$ cat config.mk
export PLATFORM = sky130hd
export DESIGN_NAME = axi_lite_mem_bridge_v2_flat
export DESIGN_NICKNAME = d
export VERILOG_FILES = /design/src/rtl/axi_lite_pkg.sv /design/src/rtl/axi_lite_mem_bridge_v2_if.sv /design/src/rtl/axi_lite_hold_reg.sv /design/src/rtl/axi_lite_mem_bridge_v2.sv /design/src/flat_wrapper.sv
export SDC_FILE = /design/constraint.sdc
export NUM_CORES = 1
export LEC_CHECK = 0
export CAP_MARGIN = 20
export CORE_MARGIN = 2
export CORE_UTILIZATION = 45
export CTS_CLUSTER_SIZE = 20
export DETAILED_ROUTE_END_ITERATION = 10
export MAX_ROUTING_LAYER = met4
export PLACE_DENSITY = 0.94
export REMOVE_ABC_BUFFERS = 1
export SYNTH_ARGS = -nofsm -noshare
export SYNTH_HDL_FRONTEND = slang
export SYNTH_SLANG_ARGS = --single-unit
$ cat constraint.sdc
create_clock -name clk_i -period 2.9 [get_ports clk_i]
set_input_delay 0.58 -clock clk_i [delete_from_list [all_inputs] [get_ports clk_i]]
set_output_delay 0.58 -clock clk_i [all_outputs]
set_load 0.01 [all_outputs]
$ cat src/rtl/axi_lite_pkg.sv
// Shared types for the AXI4-Lite to SRAM bridge: response codes and bridge FSM states.
package axi_lite_pkg;

    typedef enum logic [1:0] {
        OKAY   = 2'b00,
        EXOKAY = 2'b01,
        SLVERR = 2'b10,
        DECERR = 2'b11
    } resp_e;

    typedef enum logic [1:0] {
        IDLE,
        RD_WAIT,
        R_RESP,
        B_RESP
    } bridge_state_e;

endpackage

$ cat src/rtl/axi_lite_mem_bridge_v2_if.sv
// AXI4-Lite channel bundle; port suffixes are named from the slave (bridge) side.
interface axi_lite_mem_bridge_v2_if #(
    parameter int unsigned AXI_AW = 16,
    parameter int unsigned AXI_DW = 32
);
    logic [AXI_AW-1:0]   aw_addr_i;
    logic                aw_valid_i;
    logic                aw_ready_o;
    logic [AXI_DW-1:0]   w_data_i;
    logic [AXI_DW/8-1:0] w_strb_i;
    logic                w_valid_i;
    logic                w_ready_o;
    logic [1:0]          b_resp_o;
    logic                b_valid_o;
    logic                b_ready_i;
    logic [AXI_AW-1:0]   ar_addr_i;
    logic                ar_valid_i;
    logic                ar_ready_o;
    logic [AXI_DW-1:0]   r_data_o;
    logic [1:0]          r_resp_o;
    logic                r_valid_o;
    logic                r_ready_i;

    modport slave (
        input  aw_addr_i, aw_valid_i, w_data_i, w_strb_i, w_valid_i, b_ready_i,
               ar_addr_i, ar_valid_i, r_ready_i,
        output aw_ready_o, w_ready_o, b_resp_o, b_valid_o, ar_ready_o,
               r_data_o, r_resp_o, r_valid_o
    );

    modport master (
        output aw_addr_i, aw_valid_i, w_data_i, w_strb_i, w_valid_i, b_ready_i,
               ar_addr_i, ar_valid_i, r_ready_i,
        input  aw_ready_o, w_ready_o, b_resp_o, b_valid_o, ar_ready_o,
               r_data_o, r_resp_o, r_valid_o
    );
endinterface

$ cat src/rtl/axi_lite_hold_reg.sv
// One-entry valid/ready holding register; the consumer empties it with pop_i.
module axi_lite_hold_reg #(
    parameter int unsigned WIDTH = 8
) (
    input  logic             clk_i,
    input  logic             rst_ni,
    input  logic             valid_i,
    output logic             ready_o,
    input  logic [WIDTH-1:0] data_i,
    input  logic             pop_i,
    output logic             full_o,
    output logic [WIDTH-1:0] data_o
);
    logic             full_q, full_d;
    logic [WIDTH-1:0] data_q, data_d;

    always_comb begin
        full_d = full_q;
        data_d = data_q;
        if (pop_i) begin
            full_d = 1'b0;
        end
        if (valid_i && !full_q) begin
            full_d = 1'b1;
            data_d = data_i;
        end
    end

    always_ff @(posedge clk_i or negedge rst_ni) begin
        if (!rst_ni) begin
            full_q <= 1'b0;
            data_q <= '0;
        end else begin
            full_q <= full_d;
            data_q <= data_d;
        end
    end

    assign ready_o = !full_q;
    assign full_o  = full_q;
    assign data_o  = data_q;
endmodule

$ cat src/rtl/axi_lite_mem_bridge_v2.sv
// AXI4-Lite slave to single-port SRAM bridge with fair read/write alternation,
// registered read data and DECERR bypass for out-of-range addresses.
//
// state   | meaning
// IDLE    | arbitrate held requests; issue memory access or error bypass
// RD_WAIT | count down read latency; capture rdata_i when the count is 1
// R_RESP  | present R beat until r_ready_i
// B_RESP  | present B beat until b_ready_i
module axi_lite_mem_bridge_v2
    import axi_lite_pkg::*;
#(
    parameter int unsigned       AXI_AW     = 16,
    parameter int unsigned       AXI_DW     = 32,
    parameter int unsigned       MEM_AW     = 16,
    parameter int unsigned       MEM_DW     = 32,
    parameter logic [MEM_AW-1:0] ADDR_MASK  = '0,
    parameter int unsigned       MEM_BYTES  = 32'h10000,
    parameter int unsigned       RD_LATENCY = 1
) (
    input  logic                    clk_i,
    input  logic                    rst_ni,
    axi_lite_mem_bridge_v2_if.slave axi,
    output logic                    req_o,
    output logic                    we_o,
    output logic [MEM_AW-1:0]       addr_o,
    output logic [MEM_DW-1:0]       wdata_o,
    output logic [MEM_DW/8-1:0]     be_o,
    input  logic [MEM_DW-1:0]       rdata_i
);
    if (AXI_DW != MEM_DW) begin : g_chk_dw
        $error("axi_lite_mem_bridge_v2: AXI_DW must equal MEM_DW");
    end
    if (MEM_AW < AXI_AW) begin : g_chk_aw
        $error("axi_lite_mem_bridge_v2: MEM_AW must be >= AXI_AW");
    end
    if (RD_LATENCY < 1 || RD_LATENCY > 4) begin : g_chk_lat
        $error("axi_lite_mem_bridge_v2: RD_LATENCY must be 1..4");
    end

    localparam int unsigned       OFF_BITS = $clog2(MEM_DW / 8);
    localparam logic [MEM_AW-1:0] OFF_MASK = MEM_AW'((1 << OFF_BITS) - 1);
    localparam logic [MEM_AW:0]   MEM_LIM  = (MEM_AW + 1)'(MEM_BYTES);

    logic                aw_full, w_full, ar_full, wr_grant, rd_grant;
    logic [AXI_AW-1:0]   aw_addr, ar_addr;
    logic [AXI_DW-1:0]   w_data;
    logic [AXI_DW/8-1:0] w_strb;
    logic [AXI_DW+AXI_DW/8-1:0] w_hold;
    logic [MEM_AW-1:0]   aw_mem, ar_mem;
    logic                aw_in_range, ar_in_range;

    axi_lite_hold_reg #(.WIDTH(AXI_AW)) u_aw_hold (
        .clk_i, .rst_ni, .valid_i(axi.aw_valid_i), .ready_o(axi.aw_ready_o),
        .data_i(axi.aw_addr_i), .pop_i(wr_grant), .full_o(aw_full), .data_o(aw_addr)
    );
    axi_lite_hold_reg #(.WIDTH(AXI_DW + AXI_DW/8)) u_w_hold (
        .clk_i, .rst_ni, .valid_i(axi.w_valid_i), .ready_o(axi.w_ready_o),
        .data_i({axi.w_strb_i, axi.w_data_i}), .pop_i(wr_grant), .full_o(w_full), .data_o(w_hold)
    );
    axi_lite_hold_reg #(.WIDTH(AXI_AW)) u_ar_hold (
        .clk_i, .rst_ni, .valid_i(axi.ar_valid_i), .ready_o(axi.ar_ready_o),
        .data_i(axi.ar_addr_i), .pop_i(rd_grant), .full_o(ar_full), .data_o(ar_addr)
    );

    assign {w_strb, w_data} = w_hold;

    // Range check uses the masked, word-aligned address actually driven to memory.
    assign aw_mem      = (MEM_AW'(aw_addr) & ~ADDR_MASK) & ~OFF_MASK;
    assign ar_mem      = (MEM_AW'(ar_addr) & ~ADDR_MASK) & ~OFF_MASK;
    assign aw_in_range = {1'b0, aw_mem} < MEM_LIM;
    assign ar_in_range = {1'b0, ar_mem} < MEM_LIM;

    bridge_state_e     state_q, state_d;
    logic              last_wr_q, last_wr_d;
    logic [2:0]        cnt_q, cnt_d;
    logic [AXI_DW-1:0] r_data_q, r_data_d;
    resp_e             r_resp_q, r_resp_d, b_resp_q, b_resp_d;

    always_comb begin
        state_d   = state_q;
        last_wr_d = last_wr_q;
        cnt_d     = cnt_q;
        r_data_d  = r_data_q;
        r_resp_d  = r_resp_q;
        b_resp_d  = b_resp_q;
        wr_grant  = 1'b0;
        rd_grant  = 1'b0;
        req_o     = 1'b0;
        we_o      = 1'b0;
        addr_o    = '0;
        wdata_o   = '0;
        be_o      = '0;
        unique case (state_q)
            IDLE: begin
                // last_wr only moves on contended grants, so lone grants never skew fairness.
                if (aw_full && w_full && ar_full) begin
                    rd_grant  = last_wr_q;
                    wr_grant  = !last_wr_q;
                    last_wr_d = !last_wr_q;
                end else begin
                    wr_grant = aw_full && w_full;
                    rd_grant = ar_full;
                end
                if (wr_grant) begin
                    state_d  = B_RESP;
                    b_resp_d = aw_in_range ? OKAY : DECERR;
                    if (aw_in_range && w_strb != '0) begin
                        req_o   = 1'b1;
                        we_o    = 1'b1;
                        addr_o  = aw_mem;
                        wdata_o = w_data;
                        be_o    = w_strb;
                    end
                end else if (rd_grant) begin
                    if (ar_in_range) begin
                        req_o    = 1'b1;
                        addr_o   = ar_mem;
                        cnt_d    = 3'(RD_LATENCY);
                        r_resp_d = OKAY;
                        state_d  = RD_WAIT;
                    end else begin
                        r_data_d = '0;
                        r_resp_d = DECERR;
                        state_d  = R_RESP;
                    end
                end
            end
            RD_WAIT: begin
                if (cnt_q == 3'd1) begin
                    r_data_d = rdata_i;
                    state_d  = R_RESP;
                end else begin
                    cnt_d = cnt_q - 3'd1;
                end
            end
            R_RESP: begin
                if (axi.r_ready_i) state_d = IDLE;
            end
            B_RESP: begin
                if (axi.b_ready_i) state_d = IDLE;
            end
            default: state_d = IDLE;
        endcase
    end

    always_ff @(posedge clk_i or negedge rst_ni) begin
        if (!rst_ni) begin
            state_q   <= IDLE;
            last_wr_q <= 1'b1;
            cnt_q     <= '0;
            r_data_q  <= '0;
            r_resp_q  <= OKAY;
            b_resp_q  <= OKAY;
        end else begin
            state_q   <= state_d;
            last_wr_q <= last_wr_d;
            cnt_q     <= cnt_d;
            r_data_q  <= r_data_d;
            r_resp_q  <= r_resp_d;
            b_resp_q  <= b_resp_d;
        end
    end

    assign axi.b_valid_o = (state_q == B_RESP);
    assign axi.b_resp_o  = b_resp_q;
    assign axi.r_valid_o = (state_q == R_RESP);
    assign axi.r_data_o  = r_data_q;
    assign axi.r_resp_o  = r_resp_q;
endmodule

$ cat src/flat_wrapper.sv
// flat-port wrapper written by rule: the top's interface ports become plain ports
module axi_lite_mem_bridge_v2_flat import axi_lite_pkg::*;
#(
    parameter int unsigned       AXI_AW     = 16,
    parameter int unsigned       AXI_DW     = 32,
    parameter int unsigned       MEM_AW     = 16,
    parameter int unsigned       MEM_DW     = 32,
    parameter logic [MEM_AW-1:0] ADDR_MASK  = '0,
    parameter int unsigned       MEM_BYTES  = 32'h10000,
    parameter int unsigned       RD_LATENCY = 1
)
  (clk_i, rst_ni, req_o, we_o, addr_o, wdata_o, be_o, rdata_i, axi_aw_addr_i, axi_aw_valid_i, axi_w_data_i, axi_w_strb_i, axi_w_valid_i, axi_b_ready_i, axi_ar_addr_i, axi_ar_valid_i, axi_r_ready_i, axi_aw_ready_o, axi_w_ready_o, axi_b_resp_o, axi_b_valid_o, axi_ar_ready_o, axi_r_data_o, axi_r_resp_o, axi_r_valid_o);
  axi_lite_mem_bridge_v2_if #(.AXI_AW(AXI_AW), .AXI_DW(AXI_DW)) axi_i ();
  input  logic clk_i;
  input  logic rst_ni;
  output logic req_o;
  output logic we_o;
  output logic [MEM_AW-1:0] addr_o;
  output logic [MEM_DW-1:0] wdata_o;
  output logic [MEM_DW/8-1:0] be_o;
  input  logic [MEM_DW-1:0] rdata_i;
  input wire logic [$bits(axi_i.aw_addr_i)-1:0] axi_aw_addr_i;
  input wire logic [$bits(axi_i.aw_valid_i)-1:0] axi_aw_valid_i;
  input wire logic [$bits(axi_i.w_data_i)-1:0] axi_w_data_i;
  input wire logic [$bits(axi_i.w_strb_i)-1:0] axi_w_strb_i;
  input wire logic [$bits(axi_i.w_valid_i)-1:0] axi_w_valid_i;
  input wire logic [$bits(axi_i.b_ready_i)-1:0] axi_b_ready_i;
  input wire logic [$bits(axi_i.ar_addr_i)-1:0] axi_ar_addr_i;
  input wire logic [$bits(axi_i.ar_valid_i)-1:0] axi_ar_valid_i;
  input wire logic [$bits(axi_i.r_ready_i)-1:0] axi_r_ready_i;
  output wire logic [$bits(axi_i.aw_ready_o)-1:0] axi_aw_ready_o;
  output wire logic [$bits(axi_i.w_ready_o)-1:0] axi_w_ready_o;
  output wire logic [$bits(axi_i.b_resp_o)-1:0] axi_b_resp_o;
  output wire logic [$bits(axi_i.b_valid_o)-1:0] axi_b_valid_o;
  output wire logic [$bits(axi_i.ar_ready_o)-1:0] axi_ar_ready_o;
  output wire logic [$bits(axi_i.r_data_o)-1:0] axi_r_data_o;
  output wire logic [$bits(axi_i.r_resp_o)-1:0] axi_r_resp_o;
  output wire logic [$bits(axi_i.r_valid_o)-1:0] axi_r_valid_o;
  assign axi_i.aw_addr_i = axi_aw_addr_i;
  assign axi_i.aw_valid_i = axi_aw_valid_i;
  assign axi_i.w_data_i = axi_w_data_i;
  assign axi_i.w_strb_i = axi_w_strb_i;
  assign axi_i.w_valid_i = axi_w_valid_i;
  assign axi_i.b_ready_i = axi_b_ready_i;
  assign axi_i.ar_addr_i = axi_ar_addr_i;
  assign axi_i.ar_valid_i = axi_ar_valid_i;
  assign axi_i.r_ready_i = axi_r_ready_i;
  assign axi_aw_ready_o = axi_i.aw_ready_o;
  assign axi_w_ready_o = axi_i.w_ready_o;
  assign axi_b_resp_o = axi_i.b_resp_o;
  assign axi_b_valid_o = axi_i.b_valid_o;
  assign axi_ar_ready_o = axi_i.ar_ready_o;
  assign axi_r_data_o = axi_i.r_data_o;
  assign axi_r_resp_o = axi_i.r_resp_o;
  assign axi_r_valid_o = axi_i.r_valid_o;
  axi_lite_mem_bridge_v2 #(.AXI_AW(AXI_AW), .AXI_DW(AXI_DW), .MEM_AW(MEM_AW), .MEM_DW(MEM_DW), .ADDR_MASK(ADDR_MASK), .MEM_BYTES(MEM_BYTES), .RD_LATENCY(RD_LATENCY)) u_core (.clk_i(clk_i), .rst_ni(rst_ni), .axi(axi_i), .req_o(req_o), .we_o(we_o), .addr_o(addr_o), .wdata_o(wdata_o), .be_o(be_o), .rdata_i(rdata_i));
endmodule
==> tab_implementation.tex, run 1 <==
\begin{tabular}{lr}
\hline
Metric & Value \\
\hline
\multicolumn{2}{l}{\textbf{Place}} \\
\quad Weighted congestion at the end of routability-driven global placement & roughly 0.77 \\
\quad Port Buffer Count & 191 \\
\quad Final HPWL from detailed placement & 8.24 mm \\
\quad Worst slack at placement & between 150 and 200 ps \\
\multicolumn{2}{l}{\textbf{Synthesis}} \\
\quad Top cell types by occurrence after synthesis & dfrtp\_1, mux2\_2, and2\_1 \\
\quad Count of state elements after synthesis & 105 \\
\quad Share of async-settable or async-resettable flops after synthesis & 1.00 \\
\quad Mean Syn Cell Area & roughly 14 um\^{}2 \\
\quad Most instantiated library cell after synthesis & dfrtp\_1 \\
\quad Post-synthesis instance area & 4540 um\^{}2 \\
\quad Warning count from the yosys run & 0 \\
\quad Post-synthesis cell type with the largest combined area & dfrtp\_1 \\
\quad Unique masters post-synth & 35 \\
\quad Gate Count Post-Synth & between 300 and 400 \\
\quad Most frequently used flop master after synthesis & dfrtp\_1 \\
\quad Count of flip-flops with a built-in enable after synthesis & 0 \\
\quad Portion of synthesized cell area occupied by the leading cell type & 0.573 \\
\quad Leading cell types by total area after synthesis & dfrtp\_1, mux2\_2, and2\_1, a22o\_1, buf\_6 \\
\quad Post-synthesis sequential area ratio & 0.579 \\
\multicolumn{2}{l}{\textbf{STA}} \\
\quad RSZ-0062 raised after global routing & no \\
\quad Number of endpoints with negative hold slack in the final report & 0 \\
\quad Setup WS post-layout & 153 ps \\
\quad Clock Skews & 8.52 ps \\
\quad Transition time at the pin with the least slew margin & 768 ps \\
\quad Count of final max-slew check failures & 0 \\
\quad Setup-violating endpoint count in the final report & 0 \\
\quad Total Negative Setup Slacks & 0 ps \\
\quad Rel. slew slack & 0.488 \\
\quad Tcrit/Tclk final & 0.947 \\
\quad Post-layout min period & 2750 ps \\
\quad Fmax & between 0.3 and 0.4 GHz \\
\multicolumn{2}{l}{\textbf{Setup path}} \\
\quad Largest fanout on the critical path & 31 \\
\quad Kind of critical path & flop to output port \\
\quad Startpoint type of the worst setup path & flop \\
\quad Critical path, cell by cell & or2\_4 -> nor3b\_4 -> and2b\_2 -> buf\_4 -> buf\_12 -> and2\_1 -> dlygate4sd2\_1 \\
\quad Slowest cell on the critical path & dfrtp\_1 \\
\quad Delay-heaviest family, CP & simple AND/OR/NAND/NOR gates \\
\quad Critical Path End Type & output port \\
\quad Buf+Inv Stages, Crit Path & 3 \\
\quad Worst endpoint required time & approximately 2300 ps \\
\quad Arr. time, crit path & $\sim$2200 ps \\
\quad CP peak stage delay & 390 ps \\
\multicolumn{2}{l}{\textbf{Cells and area}} \\
\quad Antenna cells & 0 \\
\quad Nets@finish & 632 \\
\quad Filler Cells Inserted & approximately 730 \\
\quad Combined area of the multi-input logic cells & 1760 um\^{}2 \\
\quad Final standard cell utilization of the core & 0.696 \\
\quad Layout area overhead & 50.0\% \\
\quad Storage element area & 2630 um\^{}2 \\
\quad Fraction of layout cells with a size suffix above 1 & 0.256 \\
\multicolumn{2}{l}{\textbf{Global route}} \\
\quad GR Util All Layers & 0.220 \\
\quad Aggregate global routing overflow & 0 \\
\quad Pin count of the biggest net entering global routing & 61 \\
\quad Global-route wire length before repair & 18.2 mm \\
\quad Number of antenna violations at the first check in global routing & 0 \\
\quad Vias in the first global route & 3,630 \\
\multicolumn{2}{l}{\textbf{Detailed routing}} \\
\quad Number of remaining DRC errors & 0 \\
\quad First-pass detailed-route iteration total & 4 \\
\quad Violation count after the first detailed-routing iteration & 87 \\
\quad DR vias & 3,255 \\
\quad Final routed wirelength across all metal layers & between 10 and 15 mm \\
\quad Drt via density & around 4.9 \\
\quad Average detailed-routed wire length per instance & 16.9 um \\
\quad Remaining number of nets flagged by the antenna check after routing & 0 \\
\multicolumn{2}{l}{\textbf{Floorplanning}} \\
\quad Initial Util & 0.464 \\
\quad DIE WIDTH & 104 um \\
\quad Die Span Y & 104 um \\
\quad Area of the die & 10,900 um\^{}2 \\
\quad I/O Pins & between 200 and 250 \\
\quad Total core area & just under 10,000 um\^{}2 \\
\quad Rows & 36 \\
\multicolumn{2}{l}{\textbf{Clock network}} \\
\quad Root buffer cell & clkbuf\_8 \\
\quad CTS clock-pin slew for the worst setup and hold paths & about 90 ps \\
\quad Largest buffer count on any clock path & 2 \\
\quad Worst-skew pair later-pin latency & 370 ps \\
\quad \# hold bufs at CTS & 0 \\
\quad Sinks on the clock net & 105 \\
\quad Total number of H-tree levels & 3 \\
\quad TritonCTS clock tree & built \\
\quad Number of CTS-inserted buffers & 9 \\
\multicolumn{2}{l}{\textbf{Power}} \\
\quad Leakage & 3.08 nW \\
\quad Switching power as a share of total power & 0.315 \\
\quad P\_int & 4.60 mW \\
\quad Switching pwr & 2.11 mW \\
\quad Share of power burned in the clock network & 0.148 \\
\quad Combinational cell fraction of total power & 0.467 \\
\quad Overall power after layout & roughly 6.7 mW \\
\quad Part of the power in registers & 0.385 \\
\quad Power per unit of standard cell area & slightly below 1000 nW/um\^{}2 \\
\quad VDD IR-drop max & 0.000566 V \\
\multicolumn{2}{l}{\textbf{Hold path}} \\
\quad Classification of the worst-slack hold path & input pin to async pin \\
\multicolumn{2}{l}{\textbf{Run status}} \\
\quad Status & finished, final reports clean \\
\multicolumn{2}{l}{\textbf{Flow run}} \\
\quad Maximum capacitance violations & 0 \\
\hline
\end{tabular}
## power by group through the flow
stage	registers, mW	logic, mW	clock network, mW
floorplan	2.62	1.52	0
global placement	2.55	3.16	0
detailed placement	2.61	3.25	0
CTS	2.58	3.16	1.02
global route	2.67	3.37	1.08
finish	2.58	3.13	0.994
## metal layers
| layer | vias up | track usage | share of wire |
|---|---|---|---|
| met5 | - | - | 0 |
| met4 | 0 | 0.0898 | 0.023 |
| met3 | 21 | 0.0432 | 0.060 |
| met2 | 138 | 0.364 | 0.51 |
| met1 | 1593 | 0.263 | 0.41 |
| li1 | 1503 | - | - |
## sequential cells by signal (all words and copies together), names as in the netlist
| name | flops |
|---|---|
| u_core.u_w_hold.data_o | 36 |
| u_core.axi.r_data_o | 32 |
| u_core.u_ar_hold.data_o | 14 |
| u_core.u_aw_hold.data_o | 14 |
| u_core.cnt_q | 3 |
| u_core.state_q | 2 |
| u_core.last_wr_q | 1 |
| u_core.u_ar_hold.full_o | 1 |
| u_core.u_aw_hold.full_o | 1 |
| u_core.u_w_hold.full_o | 1 |
## final cells by class
class / instances / share of cell area
Tap cell: 133 / 0.0244
Clock buffer: 13 / 0.0219
Clock inverter: 3 / 0.00956
Multi-Input combinational cell: 195 / 0.258
Inverter: 7 / 0.00386
Timing Repair Buffer: 205 / 0.296
Sequential cell: 105 / 0.386
## kinds of logic (layout without fill, tap and decap cells)
group / Yosys count / after routing / share of synthesized area
flops: 105 / 105 / 0.579
mux: 97 / 97 / 0.240
simple gates: 63 / 63 / 0.0819
buf+inv: 32 / 228 / 0.0441
compound gates: 26 / 26 / 0.0463
fa+ha+maj: 2 / 2 / 0.00551
other cells: 1 / 6 / 0.000826
xor+xnor: 1 / 1 / 0.00193
## placed cells by master (no fill, tap or decap), types with 7 or more instances in the layout
cell,Yosys,final
a22o_1,14,14
and2_1,37,36
buf_4,6,11
clkbuf_8,0,10
clkdlybuf4s50_1,0,143
dfrtp_1,104,103
dlygate4sd2_1,0,45
inv_1,7,7
mux2_2,96,96
nor2_1,9,8
## path summary, 6_finish.rpt
check / from / endpoint / slack (ps) / cells past startpoint
hold / removal: rst_ni / u_core.u_aw_hold.data_o[8]$_DFFE_PN0P_ / 280 / 1
min in group clk_i: u_core.u_w_hold.data_o[5]$_DFFE_PN0P_ / u_core.u_w_hold.data_o[5]$_DFFE_PN0P_ / 510 / 1
setup reg to reg: u_core.cnt_q[1]$_DFFE_PN0P_ / u_core.axi.r_data_o[12]$_DFFE_PN0P_ / 1170 / 6
max in group asynchronous: rst_ni / u_core.u_aw_hold.full_o$_DFFE_PN0P_ / 1870 / 2
setup / recovery: u_core.state_q[1]$_DFFE_PN0P_ / wdata_o[20] / 150 / 7
hold reg to reg: u_core.u_w_hold.data_o[5]$_DFFE_PN0P_ / u_core.u_w_hold.data_o[5]$_DFFE_PN0P_ / 510 / 1
## what timing repair did
action                                 CTS  global route
pin swaps                                0             0
gates resized for setup                 49             4
endpoints found under the hold margin    0             0
buffers inserted                         2             1
setup endpoints to repair               47             1
## through the flow
stage / instances / hold slack (ps) / instance area, um^2
6_report: 661 / 279 / 6810
5_1_grt: 661 / 339 / 6810
4_1_cts: 660 / 297 / 6790
3_5_place_dp: 642 / 487 / 6600
3_3_place_gp: 642 / 473 / 6600
2_1_floorplan: 307 / 284 / 4380
No activity file was read; power rests on OpenSTA's default activity.
==> inputs of run 2 (changes only) <==
--- a/config.mk
+++ b/config.mk
@@ -11,7 +11,7 @@
 export CTS_CLUSTER_SIZE = 20
 export DETAILED_ROUTE_END_ITERATION = 10
 export MAX_ROUTING_LAYER = met4
-export PLACE_DENSITY = 0.94
+export PLACE_DENSITY_LB_ADDON = 0.15
 export REMOVE_ABC_BUFFERS = 1
 export SYNTH_ARGS = -nofsm -noshare
 export SYNTH_HDL_FRONTEND = slang
==> tab_implementation.tex, run 2 (synthesis results as in run 1) <==
\begin{tabular}{lr}
\hline
Metric & Value \\
\hline
\multicolumn{2}{l}{\textbf{Run status}} \\
\quad Status & finished, violations left \\
\quad Failing checks & negative setup slack \\
\multicolumn{2}{l}{\textbf{Clock network}} \\
\quad Worst-skew pair later-pin latency & 360 ps (about the same) \\
\quad Total number of H-tree levels & 3 (unchanged) \\
\quad Largest buffer count on any clock path & 2 (unchanged) \\
\quad Sinks on the clock net & 105 (unchanged) \\
\quad TritonCTS clock tree & built \\
\quad \# hold bufs at CTS & 0 (unchanged) \\
\quad Root buffer cell & clkbuf\_8 \\
\quad CTS clock-pin slew for the worst setup and hold paths & 100 ps (about the same) \\
\quad Number of CTS-inserted buffers & 9 (unchanged) \\
\multicolumn{2}{l}{\textbf{Detailed routing}} \\
\quad Average detailed-routed wire length per instance & 16.2 um (-4.3\%) \\
\quad DR vias & 3,241 (-0.43\%) \\
\quad First-pass detailed-route iteration total & 4 (unchanged) \\
\quad Final routed wirelength across all metal layers & 10.8 mm (-3.7\%) \\
\quad Drt via density & 4.87 (-1.0\%) \\
\quad Number of remaining DRC errors & 0 (unchanged) \\
\quad Violation count after the first detailed-routing iteration & 89 (+2.3\%) \\
\quad Remaining number of nets flagged by the antenna check after routing & 0 (unchanged) \\
\multicolumn{2}{l}{\textbf{Cells and area}} \\
\quad Most common cell after layout, fill and taps aside & clkdlybuf4s50\_1 \\
\quad Most used cells in the layout excluding fill and tap cells & clkdlybuf4s50\_1, dfrtp\_1, mux2\_2, and2\_1, buf\_4 \\
\quad Antenna cells & 0 (unchanged) \\
\quad Layout area overhead & 51.2\% \\
\quad Non-filler cells in the finished layout & 665 (+0.61\%) \\
\quad Number of flip-flops under the largest register name & 36 (unchanged) \\
\quad Nets@finish & 636 (+0.63\%) \\
\quad Final standard cell utilization of the core & 0.702 (+0.00563) \\
\quad Fraction of layout cells with a size suffix above 1 & 0.263 (+0.00748) \\
\multicolumn{2}{l}{\textbf{Flow run}} \\
\quad Maximum capacitance violations & 0 (unchanged) \\
\multicolumn{2}{l}{\textbf{Setup path}} \\
\quad Critical path, cell by cell & or2\_4 -> nor3b\_4 -> and2b\_2 -> buf\_4 -> a22o\_1 -> clkdlybuf4s50\_1 \\
\quad Startpoint type of the worst setup path & flop \\
\quad Worst endpoint required time & 2320 ps (about the same) \\
\quad Worst reg2reg path depth & 5 (-1) \\
\quad Largest fanout on the critical path & 8 (-74\%) \\
\quad Reg-to-reg startpoint & u\_core.state\_q[1]\$\_DFFE\_PN0P\_ \\
\quad Kind of critical path & flop to output port \\
\quad Arr. time, crit path & 2410 ps (+240 ps) \\
\quad CP peak stage delay & 550 ps (+160 ps) \\
\quad Critical Path End Type & output port \\
\quad Reg2Reg Capture Point & u\_core.axi.r\_data\_o[14]\$\_DFFE\_PN0P\_ \\
\quad Slowest cell on the critical path & clkdlybuf4s50\_1 \\
\quad Reg-to-reg setup timing slack & 1230 ps (+60 ps) \\
\multicolumn{2}{l}{\textbf{STA}} \\
\quad Tcrit/Tclk final & 1.03 (+0.0826) \\
\quad Final-layout worst hold slack & 259 ps (-19.4 ps) \\
\quad RSZ-0062 raised after global routing & yes \\
\quad Transition time at the pin with the least slew margin & 731 ps (-36.6 ps) \\
\quad Setup WS post-layout & -86.3 ps (-240 ps) \\
\quad Fmax & 0.335 GHz (-8.0\%) \\
\quad Setup-violating endpoint count in the final report & 17 (+17) \\
\quad Clock Skews & 18.3 ps (+9.78 ps) \\
\quad Count of final max-slew check failures & 0 (unchanged) \\
\quad Rel. slew slack & 0.512 (+0.0244) \\
\quad Post-layout min period & 2990 ps (+240 ps) \\
\quad Number of endpoints with negative hold slack in the final report & 0 (unchanged) \\
\multicolumn{2}{l}{\textbf{Place}} \\
\quad DP Cell Count & 643 (+0.16\%) \\
\quad Port Buffer Count & 191 (unchanged) \\
\quad Worst slack at placement & 202 ps (+14.2 ps) \\
\quad Final HPWL from detailed placement & 8.00 mm (-2.8\%) \\
\quad Weighted congestion at the end of routability-driven global placement & 0.794 (+3.5\%) \\
\multicolumn{2}{l}{\textbf{Power}} \\
\quad Part of the power in registers & 0.386 (about the same) \\
\quad Power per unit of standard cell area & 976 nW/um\^{}2 (-0.98\%) \\
\quad P\_int & 4.58 mW (-0.41\%) \\
\quad Switching pwr & 2.12 mW (+0.32\%) \\
\quad Share of power burned in the clock network & 0.136 (-0.012) \\
\quad Switching power as a share of total power & 0.316 (+0.00159) \\
\quad VDD IR-drop max & 0.000478 V (-16\%) \\
\quad Combinational cell fraction of total power & 0.478 (+0.011) \\
\quad Leakage & 3.14 nW (+1.9\%) \\
\multicolumn{2}{l}{\textbf{Global route}} \\
\quad Pin count of the biggest net entering global routing & 57 (-6.6\%) \\
\quad Number of antenna violations at the first check in global routing & 0 (unchanged) \\
\quad Aggregate global routing overflow & 0 (unchanged) \\
\quad GR Util All Layers & 0.209 (-0.0108) \\
\quad Met3 usage in global routing & 0.0658 (+0.0226) \\
\quad Busiest layer in global routing & met2 \\
\quad GR Util met1 & 0.255 (-0.00855) \\
\quad Global-route wire length before repair & 17.4 mm (-4.3\%) \\
\quad M2 GR Usage & 0.340 (-0.0243) \\
\quad Vias in the first global route & 3,415 (-5.9\%) \\
\multicolumn{2}{l}{\textbf{Hold path}} \\
\quad Classification of the worst-slack hold path & input pin to async pin \\
\multicolumn{2}{l}{\textbf{Floorplanning}} \\
\quad Total core area & 9770 um\^{}2 (unchanged) \\
\quad I/O Pins & 202 (unchanged) \\
\quad Rows & 36 (unchanged) \\
\quad Initial Util & 0.464 (unchanged) \\
\quad DIE WIDTH & 104 um (unchanged) \\
\quad Die Span Y & 104 um (unchanged) \\
\quad Area of the die & 10,900 um\^{}2 (unchanged) \\
\hline
\end{tabular}
-- run 2: cell count changes in the layout (fill, tap and decap cells not counted), moves of 2 or more --
cell,before,now
buf_12,4,1
buf_4,11,15
clkdlybuf4s15_1,0,2
clkdlybuf4s50_1,143,161
clkinvlp_4,0,2
dlygate4sd2_1,45,14
dlymetal6s2s_1,2,13
inv_6,0,2
nor2b_1,3,1
nor2b_2,0,2
-- run 2: repair_timing --
item | 4_1_cts | 5_1_grt
pin swaps | 0 | 1
setup buffers | 2 | 3
cloned | 1 | 0
hold endpoints to repair | 0 | 0
resized for setup | 21 | 19
endpoints found under the setup margin | 47 | 31
-- run 2: worst max-delay path by stage --
stage | start | end | slack (ps) | depth (start not counted)
floorplan | axi_w_valid_i | u_core.u_w_hold.data_o[0]$_DFFE_PN0P_ | 160 | 2
CTS | u_core.state_q[1]$_DFFE_PN0P_ | addr_o[15] | -110 | 6
global route | u_core.state_q[1]$_DFFE_PN0P_ | addr_o[10] | -180 | 6
detailed placement | u_core.state_q[0]$_DFFE_PN0P_ | wdata_o[2] | 200 | 6
finish | u_core.state_q[1]$_DFFE_PN0P_ | addr_o[10] | -90 | 6
global placement | u_core.state_q[0]$_DFFE_PN0P_ | wdata_o[2] | 220 | 6
-- run 2: power groups by stage --
stage               Combinational (mW)  Clock, mW  Sequential, mW
floorplan                         1.52          0            2.62
detailed placement                3.21          0            2.61
global placement                  3.14          0            2.56
CTS                               3.23      0.938            2.58
finish                            3.20      0.909            2.59
global route                      3.44      0.993            2.68
-- run 2: worst max-delay path: cells and delay by family (launching register included) --
kind / cells / cell delay (ps)
AOI/OAI and AO/OA: 1 / 150
buffers and inverters: 2 / 760
DFF: 1 / 390
and+or+nand+nor: 3 / 730
-- run 2: per-layer routing --
metal | vias to the layer above | wire (um)
met5 | - | 0
met4 | 0 | 89
met3 | 8 | 915
met2 | 140 | 5320
met1 | 1581 | 4450
li1 | 1512 | -
-- run 2: layout make-up --
cell class / instances / area, um^2
Fill cell: 747 / 2910
Sequential cell: 105 / 2630
Timing Repair Buffer: 209 / 2080
Multi-Input combinational cell: 195 / 1760
Tap cell: 133 / 166
Clock buffer: 11 / 131
Clock inverter: 5 / 62.6
Inverter: 7 / 26.3
-- run 2: per-stage QoR --
step                cell area, um^2  setup TNS (ps)  total power [mW]
global placement               6580               0              5.70
detailed placement             6580               0              5.82
floorplan                      4380               0              4.15
global route                   6860           -2750              7.11
finish                         6860            -927              6.70
CTS                            6790           -2530              6.75
==> inputs of run 3 (changes only) <==
--- a/config.mk
+++ b/config.mk
@@ -5,9 +5,10 @@
 export SDC_FILE = /design/constraint.sdc
 export NUM_CORES = 1
 export LEC_CHECK = 0
+export ABC_AREA = 1
 export CAP_MARGIN = 20
 export CORE_MARGIN = 2
-export CORE_UTILIZATION = 45
+export CORE_UTILIZATION = 46
 export CTS_CLUSTER_SIZE = 20
 export DETAILED_ROUTE_END_ITERATION = 10
 export MAX_ROUTING_LAYER = met4
==> tab_implementation.tex, run 3 <==
\begin{tabular}{lr}
\hline
Metric & Value \\
\hline
\multicolumn{2}{l}{\textbf{Synthesis}} \\
\quad Count of flip-flops with a built-in enable after synthesis & 0 (unchanged) \\
\quad Warning count from the yosys run & 0 (unchanged) \\
\quad Post-synthesis instance area & 4740 um\^{}2 (+4.5\%) \\
\quad Complex-gate fraction of the synthesized area & 0.0475 (+0.00117) \\
\quad Top cell types by occurrence after synthesis & nand2\_1, dfrtp\_1, inv\_1 \\
\quad Count of state elements after synthesis & 105 (unchanged) \\
\quad Parity-gate share of the synthesized area counting xor and xnor cells & 0.00369 (+0.00176) \\
\quad Portion of synthesized cell area occupied by the leading cell type & 0.549 (-0.0247) \\
\quad Largest family of logic cells by synthesized area & simple AND/OR/NAND/NOR gates \\
\quad Post-synthesis cell type with the largest combined area & dfrtp\_1 \\
\quad Most instantiated library cell after synthesis & nand2\_1 \\
\quad Unique masters post-synth & 29 (-17\%) \\
\quad Post-synthesis share of cell area spent on full adders, half adders and majority gates & 0.00528 (-0.000237) \\
\quad Most frequently used flop master after synthesis & dfrtp\_1 \\
\quad Share of async-settable or async-resettable flops after synthesis & 1.00 (unchanged) \\
\quad Synthesized-area fraction occupied by and/or/nand/nor cells & 0.238 (+0.156) \\
\quad Mean Syn Cell Area & 9.28 um\^{}2 (-33\%) \\
\quad Gate Count Post-Synth & 511 (+56\%) \\
\quad Post-synthesis sequential area ratio & 0.554 (-0.0249) \\
\quad Proportion of synthesized area in mux cells & 0.0665 (-0.174) \\
\quad Leading cell types by total area after synthesis & dfrtp\_1, nand2\_1, mux2\_2, nand3\_1, inv\_1 \\
\multicolumn{2}{l}{\textbf{Setup path}} \\
\quad Critical path startpoint & u\_core.last\_wr\_q\$\_DFFE\_PN1P\_ \\
\quad End point of the critical path & addr\_o[7] \\
\quad Kind of critical path & flop to output port \\
\quad Worst endpoint required time & 2320 ps (about the same) \\
\quad Reg-to-reg startpoint & u\_core.cnt\_q[1]\$\_DFFE\_PN0P\_ \\
\quad Largest fanout on the critical path & 11 (+3) \\
\quad Reg-to-reg setup timing slack & 1230 ps (about the same) \\
\quad Startpoint type of the worst setup path & flop \\
\quad Critical Path End Type & output port \\
\quad Worst reg2reg path depth & 9 (+4) \\
\quad Reg2Reg Capture Point & u\_core.axi.r\_data\_o[4]\$\_DFFE\_PN0P\_ \\
\quad Arr. time, crit path & 2170 ps (-240 ps) \\
\multicolumn{2}{l}{\textbf{Floorplanning}} \\
\quad Area of the die & 11,100 um\^{}2 (+2.1\%) \\
\quad DIE WIDTH & 106 um (+1.1\%) \\
\quad Die Span Y & 106 um (+1.1\%) \\
\quad Rows & 37 (+2.8\%) \\
\quad I/O Pins & 202 (unchanged) \\
\quad Total core area & 10,200 um\^{}2 (+4.2\%) \\
\quad Initial Util & 0.466 (+0.00131) \\
\multicolumn{2}{l}{\textbf{Detailed routing}} \\
\quad Number of remaining DRC errors & 0 (unchanged) \\
\quad Remaining number of nets flagged by the antenna check after routing & 0 (unchanged) \\
\quad DR vias & 4,074 (+26\%) \\
\quad Violation count after the first detailed-routing iteration & 231 (+160\%) \\
\quad Final routed wirelength across all metal layers & 11.8 mm (+9.6\%) \\
\quad First-pass detailed-route iteration total & 4 (unchanged) \\
\quad Drt via density & 4.85 (-0.49\%) \\
\quad Average detailed-routed wire length per instance & 14.1 um (-13\%) \\
\multicolumn{2}{l}{\textbf{Clock network}} \\
\quad Total number of H-tree levels & 3 (unchanged) \\
\quad Sinks on the clock net & 105 (unchanged) \\
\quad Largest buffer count on any clock path & 2 (unchanged) \\
\quad Root buffer cell & clkbuf\_8 \\
\quad CTS clock-pin slew for the worst setup and hold paths & 100 ps (about the same) \\
\quad TritonCTS clock tree & built \\
\quad Worst-skew pair later-pin latency & 360 ps (about the same) \\
\quad Number of CTS-inserted buffers & 9 (unchanged) \\
\quad \# hold bufs at CTS & 0 (unchanged) \\
\multicolumn{2}{l}{\textbf{Place}} \\
\quad Weighted congestion at the end of routability-driven global placement & 0.826 (+4.0\%) \\
\quad Port Buffer Count & 191 (unchanged) \\
\quad DP Cell Count & 821 (+28\%) \\
\quad Final HPWL from detailed placement & 8.43 mm (+5.3\%) \\
\multicolumn{2}{l}{\textbf{Cells and area}} \\
\quad Final standard cell utilization of the core & 0.686 (-0.0161) \\
\quad Number of flip-flops under the largest register name & 36 (unchanged) \\
\quad Most used cells in the layout excluding fill and tap cells & clkdlybuf4s50\_1, nand2\_1, dfrtp\_1, inv\_1, nor2\_1 \\
\quad Layout area overhead & 47.3\% \\
\quad Combined area of the multi-input logic cells & 1740 um\^{}2 (-1.1\%) \\
\quad Antenna cells & 0 (unchanged) \\
\quad Fraction of layout cells with a size suffix above 1 & 0.139 (-0.124) \\
\quad Most common cell after layout, fill and taps aside & clkdlybuf4s50\_1 \\
\quad Non-filler cells in the finished layout & 840 (+26\%) \\
\quad Storage element area & 2630 um\^{}2 (about the same) \\
\quad Filler Cells Inserted & 801 (+7.2\%) \\
\quad Nets@finish & 809 (+27\%) \\
\multicolumn{2}{l}{\textbf{STA}} \\
\quad Tcrit/Tclk final & 0.948 (-0.0819) \\
\quad Rel. slew slack & 0.569 (+0.0566) \\
\quad RSZ-0062 raised after global routing & no \\
\quad Transition time at the pin with the least slew margin & 645 ps (-86.5 ps) \\
\quad Count of final max-slew check failures & 0 (unchanged) \\
\quad Fmax & 0.364 GHz (+8.6\%) \\
\quad Total Negative Setup Slacks & 0 ps (+927 ps) \\
\quad Setup-violating endpoint count in the final report & 0 (-17) \\
\quad Clock Skews & 12.9 ps (-5.40 ps) \\
\quad Post-layout min period & 2750 ps (-238 ps) \\
\quad Number of endpoints with negative hold slack in the final report & 0 (unchanged) \\
\multicolumn{2}{l}{\textbf{Global route}} \\
\quad Aggregate global routing overflow & 0 (unchanged) \\
\quad GR Util All Layers & 0.221 (+0.0122) \\
\quad Pin count of the biggest net entering global routing & 72 (+26\%) \\
\quad Vias in the first global route & 4,063 (+19\%) \\
\quad Global-route wire length before repair & 19.1 mm (+10\%) \\
\quad Number of antenna violations at the first check in global routing & 0 (unchanged) \\
\multicolumn{2}{l}{\textbf{Flow run}} \\
\quad Maximum capacitance violations & 0 (unchanged) \\
\multicolumn{2}{l}{\textbf{Run status}} \\
\quad Status & finished, final reports clean \\
\multicolumn{2}{l}{\textbf{Power}} \\
\quad Power per unit of standard cell area & 1000 nW/um\^{}2 (+3.0\%) \\
\quad VDD IR-drop max & 0.000507 V (+6.1\%) \\
\quad Leakage & 3.33 nW (+6.1\%) \\
\multicolumn{2}{l}{\textbf{Hold path}} \\
\quad Classification of the worst-slack hold path & input pin to async pin \\
\hline
\end{tabular}
[run 3: cell types whose count changed in the layout (fill, tap and decap cells not counted), sizes merged, moves of 13 or more]
cell and delta:
a22o -14, clkdlybuf4s50 +29, dlymetal6s2s -13, inv +46, nor2 +70, nand4 +15, and2 -37, nand3 +38
a21oi +35, nand2 +108, dlygate4sd2 -14, mux2 -68
[run 3: logic make-up (layout without fill, tap and decap cells)]
family                     count (synthesis)  count (layout)
buffers and inverters                     84             272
AOI/OAI and AO/OA                         42              42
adders and majority gates                  2               2
and+or+nand+nor                          247             247
other                                      1               6
xor gates and xnor gates                   2               2
DFF                                      105             105
muxes                                     28              28
[run 3: worst min-delay path by stage]
stage	end	from	slack, ps
global route	u_core.axi.r_data_o[0]$_DFFE_PN0P_	rst_ni	160
detailed placement	u_core.axi.r_data_o[11]$_DFFE_PN0P_	u_core.axi.r_data_o[11]$_DFFE_PN0P_	460
global placement	u_core.axi.r_data_o[20]$_DFFE_PN0P_	u_core.axi.r_data_o[20]$_DFFE_PN0P_	450
CTS	u_core.axi.r_data_o[22]$_DFFE_PN0P_	rst_ni	150
finish	u_core.axi.r_data_o[19]$_DFFE_PN0P_	rst_ni	150
floorplan	u_core.axi.r_data_o[0]$_DFFE_PN0P_	rst_ni	280
[run 3: final cells by class]
type | count | share of cell area
Inverter | 53 | 0.0287
Multi-Input combinational cell | 327 | 0.250
Sequential cell | 105 | 0.376
Tap cell | 136 | 0.0244
Timing Repair Buffer | 204 | 0.294
Clock buffer | 11 | 0.0217
Clock inverter | 4 | 0.00501
[run 3: report_power, final]
part | switching (mW) | internal [mW] | total (mW)
clock | 0.494 | 0.366 | 0.860
combinational | 1.86 | 1.79 | 3.64
sequential | 0.338 | 2.18 | 2.52
[run 3: through the flow]
stage / total power, mW / setup WS (ps) / hold WS (ps) / area (um^2)
after global placement: 5.98 / 311 / 453 / 6740
after CTS: 7.00 / 0.936 / 152 / 6930
after floorplan: 4.34 / 785 / 284 / 4560
final: 7.02 / 151 / 153 / 6990
after detailed placement: 6.11 / 269 / 458 / 6740
after global routing: 7.56 / 30.7 / 164 / 6990
[run 3: per-layer routing]
layer | GRT usage | vias up | routed length, um | part of all wire
met2 | 0.352 | 157 | 5770 | 0.49
met3 | 0.0346 | 16 | 798 | 0.068
li1 | - | 1978 | - | -
met5 | - | - | 0 | 0
met4 | 0.0789 | 0 | 214 | 0.018
met1 | 0.290 | 1923 | 5030 | 0.43
[run 3: what timing repair did]
item / in CTS / in global routing
gates resized for setup: 1 / 0
pin swaps: 2 / 2
endpoints found under the setup margin: 41 / 47
buffers inserted: 0 / 4
gates cloned: 0 / 0
[run 3: worst max-delay path: stages (launching register included)]
cell and delay [ps]:
dfstp_2 570, inv_1 80, nand3_1 70, nand2_1 120
nor2_4 160, buf_12 140, nand2_1 50, nand2_1 70
clkdlybuf4s50_1 550
